## src/rtl/mdu_iterative.sv

```systemverilog
// ============================================================================
// mdu_iterative: shared radix-2 shift-add multiplier / restoring divider.
// Revision: 1.0
// ============================================================================
`default_nettype none

module mdu_iterative #(
    parameter int WIDTH = 32
) (
    input  logic             clk,
    input  logic             reset,
    input  logic             start,
    input  logic [2:0]       op,
    input  logic [WIDTH-1:0] a,
    input  logic [WIDTH-1:0] b,
    input  logic             flush,
    output logic             busy,
    output logic             done,
    output logic [WIDTH-1:0] result_lo,
    output logic [WIDTH-1:0] result_hi,
    output logic             n_flag,
    output logic             z_flag,
    output logic             dz
);

    typedef enum logic [1:0] {
        S_IDLE = 2'd0,
        S_CALC = 2'd1,
        S_FIX  = 2'd2,
        S_DONE = 2'd3
    } state_t;

    localparam int             CW     = $clog2(WIDTH);
    localparam logic [CW-1:0]  C_LAST = CW'(WIDTH - 1);
    localparam logic [2:0]     C_MUL   = 3'b000;
    localparam logic [2:0]     C_UMULL = 3'b001;
    localparam logic [2:0]     C_SMULL = 3'b010;
    localparam logic [2:0]     C_UDIV  = 3'b100;
    localparam logic [2:0]     C_SDIV  = 3'b101;

    state_t             r_state, w_next;
    logic [CW-1:0]      r_cnt;
    logic [2:0]         r_op;
    logic               r_sign_q, r_sign_r;
    logic [2*WIDTH-1:0] r_acc;    // product, or {unused, dividend/quotient}
    logic [WIDTH:0]     r_rem;
    logic [WIDTH-1:0]   r_opb;

    logic               w_in_signed, w_a_neg, w_b_neg;
    logic [WIDTH-1:0]   w_a_mag, w_b_mag;
    logic               w_is_mul, w_is_div, w_is_long, w_dz;
    logic [WIDTH:0]     w_sum;
    logic [WIDTH+1:0]   w_shift;
    logic [WIDTH:0]     w_diff;
    logic               w_fits;
    logic [2*WIDTH-1:0] w_prod;
    logic [WIDTH-1:0]   w_res_lo, w_res_hi;

    assign w_in_signed = (op == C_SMULL) || (op == C_SDIV);
    assign w_a_neg     = w_in_signed && a[WIDTH-1];
    assign w_b_neg     = w_in_signed && b[WIDTH-1];
    assign w_a_mag     = w_a_neg ? -a : a;
    assign w_b_mag     = w_b_neg ? -b : b;

    assign w_is_mul  = (r_op == C_MUL) || (r_op == C_UMULL) || (r_op == C_SMULL);
    assign w_is_div  = (r_op == C_UDIV) || (r_op == C_SDIV);
    assign w_is_long = (r_op == C_UMULL) || (r_op == C_SMULL);
    assign w_dz      = w_is_div && (r_opb == '0);

    assign w_sum   = {1'b0, r_acc[2*WIDTH-1:WIDTH]} + {1'b0, r_opb};
    assign w_shift = {r_rem, r_acc[WIDTH-1]};
    assign w_fits  = w_shift >= {2'b00, r_opb};
    assign w_diff  = w_shift[WIDTH:0] - {1'b0, r_opb};
    assign w_prod  = r_sign_q ? -r_acc : r_acc;

    always_comb begin
        w_res_lo = '0;
        w_res_hi = '0;
        if (w_is_mul) begin
            w_res_lo = w_prod[WIDTH-1:0];
            w_res_hi = w_prod[2*WIDTH-1:WIDTH];
        end else if (w_dz) begin
            // Dividend magnitude is left untouched in r_acc; restore its sign.
            w_res_hi = r_sign_r ? -r_acc[WIDTH-1:0] : r_acc[WIDTH-1:0];
        end else if (w_is_div) begin
            w_res_lo = r_sign_q ? -r_acc[WIDTH-1:0] : r_acc[WIDTH-1:0];
            w_res_hi = r_sign_r ? -r_rem[WIDTH-1:0] : r_rem[WIDTH-1:0];
        end
    end

    always_ff @(posedge clk or posedge reset) begin
        if (reset) r_state <= S_IDLE;
        else       r_state <= w_next;
    end

    always_comb begin
        w_next = r_state;
        case (r_state)
            S_IDLE: if (start) w_next = S_CALC;
            S_CALC: if (r_cnt == C_LAST) w_next = S_FIX;
            S_FIX:  w_next = S_DONE;
            S_DONE: w_next = S_IDLE;
            default: w_next = S_IDLE;
        endcase
        if (flush) w_next = S_IDLE;
    end

    always_ff @(posedge clk or posedge reset) begin
        if (reset) begin
            r_cnt     <= '0;
            r_op      <= '0;
            r_sign_q  <= 1'b0;
            r_sign_r  <= 1'b0;
            r_acc     <= '0;
            r_rem     <= '0;
            r_opb     <= '0;
            result_lo <= '0;
            result_hi <= '0;
            n_flag    <= 1'b0;
            z_flag    <= 1'b0;
            dz        <= 1'b0;
        end else if (flush) begin
            r_cnt <= '0;
        end else begin
            case (r_state)
                S_IDLE: if (start) begin
                    r_op     <= op;
                    r_sign_q <= w_a_neg ^ w_b_neg;
                    r_sign_r <= w_a_neg;
                    r_acc    <= {{WIDTH{1'b0}}, w_a_mag};
                    r_rem    <= '0;
                    r_opb    <= w_b_mag;
                    r_cnt    <= '0;
                end
                S_CALC: begin
                    r_cnt <= (r_cnt == C_LAST) ? '0 : r_cnt + CW'(1);
                    if (w_is_mul) begin
                        r_acc <= r_acc[0] ? {w_sum, r_acc[WIDTH-1:1]}
                                          : {1'b0, r_acc[2*WIDTH-1:1]};
                    end else if (w_is_div && !w_dz) begin
                        r_rem <= w_fits ? w_diff : w_shift[WIDTH:0];
                        r_acc <= {r_acc[2*WIDTH-1:WIDTH], r_acc[WIDTH-2:0], w_fits};
                    end
                end
                S_FIX: begin
                    result_lo <= w_res_lo;
                    result_hi <= w_res_hi;
                    dz        <= w_dz;
                    n_flag    <= w_is_long ? w_res_hi[WIDTH-1] : w_res_lo[WIDTH-1];
                    z_flag    <= w_is_long ? ({w_res_hi, w_res_lo} == '0)
                                           : (w_res_lo == '0);
                end
                default: ;
            endcase
        end
    end

    assign busy = (r_state != S_IDLE);
    assign done = (r_state == S_DONE);

endmodule

`default_nettype wire

```

## config.mk

```make
export PLATFORM = sky130hd
export DESIGN_NAME = mdu_iterative
export DESIGN_NICKNAME = d
export VERILOG_FILES = /design/src/rtl/mdu_iterative.sv
export SDC_FILE = /design/constraint.sdc
export NUM_CORES = 1
export LEC_CHECK = 0
export ABC_AREA = 0
export CORE_UTILIZATION = 43
export CTS_BUF_LIST = sky130_fd_sc_hd__clkbuf_16
export DETAILED_ROUTE_END_ITERATION = 16
export GPL_TIMING_DRIVEN = 0
export HOLD_SLACK_MARGIN = 0.03
export PLACE_DENSITY_LB_ADDON = 0.05
export SYNTH_ARGS = -nofsm -noshare
export SYNTH_HDL_FRONTEND = slang
export SYNTH_SLANG_ARGS = --single-unit
```

## constraint.sdc

```tcl
create_clock -name clk -period 23.6 [get_ports clk]
set_input_delay 5.9 -clock clk [delete_from_list [all_inputs] [get_ports clk]]
set_output_delay 5.9 -clock clk [all_outputs]
set_load 0.05 [all_outputs]
```

==> After elaboration in Yosys (flattened, before gate mapping) <==
Cells that the tools add are included.
{ "totals": {"regBits": 208, "wordCells": 99} }
{ "classes": {"n_addsub": 8, "bitwise": 2, "n_eq_ne": 17, "mux": 32, "n_reduce_logical": 25, "order_cmp": 1} }
{ "op_table": {"columns": ["operator", "n"], "rows": [
  ["$mux W32", 12],
  ["$mux W64", 4],
  ["$mux W33", 4],
  ["$neg A32 Y32", 4],
  ["$pmux W64 S2", 1],
  ["$pmux W33 S2", 1],
  ["$logic_not A32 Y1", 2],
  ["$logic_not A64 Y1", 1],
  ["$neg A64 Y64", 1],
  ["$ge A34 B32 Y1", 1],
  ["$add A32 B32 Y33", 1],
  ["$sub A33 B32 Y33", 1],
  ["$mux W5", 3],
  ["$pmux W5 S2", 1],
  ["$eq A3 B3 Y1 const B", 3],
  ["$ne A3 B3 Y1 const B", 3],
  ["$ne A2 B2 Y1 const B", 4],
  ["$pmux W2 S4", 1],
  ["$reduce_and A4 Y1", 2],
  ["$eq A3 B2 Y1 const B", 2],
  ["$mux W2", 3],
  ["$reduce_and A2 Y1", 3],
  ["$add A5 B1 Y5 const B", 1],
  ["$eq A5 B5 Y1 const B", 1],
  ["15 further kinds", 25]
]} }

==> Depth between registers and ports, before layout <==
{ "depth": {"ltp_word": 8, "mapped_depth": 15} }

==> Least setup slack after synthesis <==
No wires, ideal clock.
{ "synth_path": {"kind": "input to register", "startpoint": "in a[15]", "endpoint": "reg r_acc[29]", "slack_ns": 14.771, "t_arrival_ns": 8.696, "setup_ns": 0.133, "t_required_ns": 23.467, "stages": 10, "path_buffers": 0, "cell_sequence": "or4_1 -> or4_1 -> or3_1 -> or3_1 -> or3_1 -> nor4_1 -> a21oi_1 -> xor2_1 -> o21ai_0 -> o21ai_0"} }
{ "synth_between": {"elab_chain_len": 4} }
{ "synth_lines": {"columns": ["item", "line_no", "source"], "rows": [
  ["start: declaration", "14", "input logic [WIDTH-1:0] a,"],
  ["$neg A32 Y32", "62", "assign w_a_mag = w_a_neg ? -a : a;"],
  ["$mux W32", "62", null],
  ["$mux W64", "126", "S_IDLE: if (start) begin"],
  ["$pmux W64 S2", "125", "case (r_state)"],
  ["end signal: assignment", "130", "r_acc <= {{WIDTH{1'b0}}, w_a_mag};"],
  ["end signal: assignment", "138", "r_acc <= r_acc[0] ? {w_sum, r_acc[WIDTH-1:1]}"],
  ["end signal: assignment", "142", "r_acc <= {r_acc[2*WIDTH-1:WIDTH], r_acc[WIDTH-2:0], w_fits};"],
  ["end: declaration", "45", "logic [2*WIDTH-1:0] r_acc;"]
]} }
Every way passes these cells. The select of a mux whose other input is x is not followed.
A chain may end at the register's enable or synchronous reset.

==> Worst setup path in the final report <==
{ "layout_path": {"startpoint": "in a[13]", "endpoint": "reg r_acc[31]"} }
The elaborated chain is that of the path after synthesis.

==> results.md <==
### Run status
• finished, final reports clean — result of the run

### GRT
• 1 — number of antenna violations at the first check in global routing
• 16,857 — number of global-route vias before repair
• 104,000 µm — wire length of the first global-routing pass
• 116 — maximum number of pins on one net before global-route repair
• 32.7% — GRT Util Overall
• 0 — global-route congestion overflow total

### Synthesis
• 29.8% — proportion of netlist area held by the largest area contributor
• 29.8% — share of synthesized area occupied by flip-flops and latches
• dfrtp_1 — cell accounting for the most synthesized area
• 0 — synthesis warning total
• 208 — flops & latches, synth
• 2,261 — count of mapped cells out of synthesis
• 2,408 — number of nets produced by synthesis
• 17,500 µm² — total standard cell area after synthesis
• 7.73 µm² — Avg Inst Size Synth
• dfrtp_1 — top flip-flop cell by instance count after synthesis
• 0 — number of enable flip-flop cells after synthesis
• 100% — fraction of registers with async set/reset
• dfrtp_1 (30%), o21ai_0 (8.0%), nand2_1 (7.4%) — largest cells by area after synthesis
• 79 — Cell variety after synth

### Worst setup path
• 1 — Buf/Inv on CP
• input port — kind of start point of the critical path
• simple AND/OR/NAND/NOR gates — family with the most delay on the worst path
• in2reg — classification of the worst setup path
• nor4_1 — library cell contributing the largest single delay on the critical path
• or3_1 — cell repeated most along the worst path
• 24.08 ns — CP Data Required Time
• clkdlybuf4s50_1 -> or4_1 -> or4_1 -> or3_1 -> or3_1 -> or3_1 -> nor4_1 -> nand2_1 -> o31ai_1 -> nand3b_1 -> a22oi_1 — worst path cell trace
• 0.59 ns — stage delay of the slowest cell on the critical path
• 6 — Max Fanout on Critical Path
• flop — sort of element at the end of the critical path
• 9.91 ns — data arrival at the endpoint of the critical path

### STA
• 0 — final hold vios
• 0.106 GHz — Achievable Freq
• 11.6% — worst max-slew margin expressed relative to the limit
• 0 — Final Max Tran Viols
• 0 — Final Setup Violations
• 14.16 ns — Final Worst Setup Slack
• no — RSZ-0062 raised after global routing
• 1.32 ns — transition time at the pin with the least slew margin
• 9.44 ns — shortest period the worst path allows
• 0.476 ns — final worst hold slack
• 40.0% — Period Utilization, post-route
• 0.0249 ns — final clock skew
• 0 ns — Setup Total Neg Slack

### Job
• 0 — Max-cap violations

### Detailed routing
• 18,208 — vias after detailed routing
• 23.0 µm — wire per inst
• 68,400 µm — drt total wl
• 6.12 — average via count per standard cell
• 0 — number of nets still failing antenna checks after routing
• 0 — final routed DRC violation total
• 1,831 — number of DRC markers after the initial detailed-route iteration
• 6 — Pre-Repair DR Iteration Count

### Die
• 43.8% — starting utilization of the core area
• 140 — top-level I/O count
• 204 µm — die width
• 73 — cell row count
• 41,500 µm² — area of the die
• 204 µm — die height
• 39,900 µm² — Placeable Area

### Layout
• 0 — n_diodes
• 20,400 µm² — final design instance area without fill
• 16.6% — area growth from synthesis to layout
• 11,400 µm² — area of the multi-input gates
• 2,976 — number of standard cells in the layout, taps in and fillers out
• 51.1% — Final Core Density
• 3.30% — fraction of final layout cells sized beyond drive strength 1
• 5200 µm² — register area
• 4,024 — count of filler cells inserted in the layout
• 2,577 — number of nets in the finished design

### Clocking
• 0.06 ns — clock transition at the register clock pins on the worst setup and hold paths after CTS
• clkbuf_16 — Root Driver
• 0.57 ns — clock insertion delay at the later pin of the skew report
• yes — TritonCTS clock tree
• 0 — cts repair resizes
• 0 — # hold bufs at CTS
• 1 — H-Tree Level Count
• 208 — total clock sinks
• 0 — setup repair bufs after CTS
• 27 — Inserted Clock Buffers
• 3 — CTS max path bufs

### Placed design
• 2,926 — total instance count after detailed placement
• 53,900 µm — estimated wirelength of the detail-placed design
• 13.66 ns — worst setup slack before clock tree synthesis
• 1.03 — last weighted congestion value of the routability-driven placer
• 19,600 µm² — Post-DP Area
• 139 — Port Buffers

### Pwr
• 53.6% — switching power share of the total
• 0.0644 mV — worst ir drop on vdd
• 1.40 mW — net switching power figure
• 61.0% — Comb pwr share
• 2.61 mW — overall power
• 8.51 nW — Lkg Pwr
• 14.9% — clock network fraction of total power
• 128 nW/µm² — Power Density
• 1.21 mW — Internal Dissipation
• 24.1% — power share of the sequential group

### Worst hold path
• reg2reg — worst min-delay path class

[cell type report]
class                           count  area share, %
Buffer                            155           2.93
Inverter                           72           1.36
Clock inverter                     23          0.730
Clock buffer                       27           3.31
Multi-Input combinational cell   1826           56.0
Timing Repair Buffer              140           6.96
Sequential cell                   208           25.5
Tap cell                          525           3.22
[Yosys cell counts (7+ instances only)]
library cell	count
o221ai_1	8
a211oi_1	14
nand3b_1	7
a21o_1	35
inv_1	70
o22ai_1	13
mux2_2	7
a31oi_1	12
or3_1	32
nand2b_1	22
nand3_1	53
buf_1	15
o21ai_0	281
or2_2	14
xor2_1	107
nor2b_1	14
dfrtp_1	208
o21a_1	7
nor2_1	136
o21bai_1	7
o41ai_1	20
ha_1	74
xnor2_1	128
nand4_1	21
a22oi_1	8
clkbuf_1	134
o31ai_1	57
or4_1	28
nor3_1	42
nand2_1	347
mux2i_1	37
a21oi_1	139
nor4_1	34
a21boi_0	8
o211ai_1	12
[path summary, 6_finish.rpt]
path / end / startpoint / cells past startpoint / slack (ns)
setup reg to reg: z_flag / r_acc[0] / 14 / 16.90
min in group asynchronous: r_cnt[1] / reset / 2 / 5.81
setup / recovery: r_acc[31] / a[13] / 11 / 14.16
hold reg to reg: result_hi[10] / result_hi[10] / 2 / 0.48
max in group asynchronous: r_acc[49] / reset / 3 / 16.72
hold / removal: result_hi[10] / result_hi[10] / 2 / 0.48
[power by group through the flow]
stage	Clock [mW]	Combinational [mW]	Sequential, mW
after floorplan	0	0.948	0.690
after global placement	0	1.54	0.627
after detailed placement	0	1.56	0.629
after CTS	0.397	1.56	0.623
after global routing	0.409	1.72	0.638
final	0.390	1.59	0.630
[cells in the final DEF, fill, tap and decap left out, types with 73 or more instances in the layout]
cell type | Yosys | layout
a21oi_1 | 139 | 139
xnor2_1 | 128 | 128
clkbuf_1 | 134 | 134
clkdlybuf4s50_1 | 0 | 139
inv_1 | 70 | 73
dfrtp_1 | 208 | 208
nor2_1 | 136 | 136
xor2_1 | 107 | 107
nand2_1 | 347 | 347
ha_1 | 74 | 74
o21ai_0 | 281 | 281
[routing by layer]
layer	global-route usage [%]	vias to the layer above	routed length, µm	part of all wire [%]
met1	48.4	8865	31700	46
met4	9.40	2	1970	2.9
met3	4.81	111	5440	8.0
met5	0	-	19	0.028
met2	48.9	757	29300	43
li1	-	8473	-	-
[flip-flops by register name, indices dropped and copies added (netlist names)]
| signal | flops |
|---|---|
| r_op | 3 |
| r_sign_r | 1 |
| r_sign_q | 1 |
| r_state | 2 |
| r_rem | 33 |
| r_opb | 32 |
| result_lo | 32 |
| z_flag | 1 |
| result_hi | 32 |
| r_cnt | 5 |
| r_acc | 64 |
| dz | 1 |
| n_flag | 1 |
[tightest hold or removal path: cells and delay by family, from the launching register on]
kind             cells  cell delay [ns]
flip-flops           1             0.34
AO/OA/AOI/OAI        1             0.06
AND/OR/NAND/NOR      1             0.04
[kinds of logic after synthesis]
| group | count (synthesis) | share of synthesized area, % |
|---|---|---|
| multiplexers | 45 | 2.70 |
| buffers and inverters | 227 | 4.97 |
| adder cells (fa/ha/maj) | 76 | 5.52 |
| AND/OR/NAND/NOR | 791 | 21.4 |
| XOR/XNOR | 235 | 11.8 |
| AO/OA/AOI/OAI | 679 | 23.8 |
| flip-flops | 208 | 29.8 |
(Power assumes the default switching activity.)
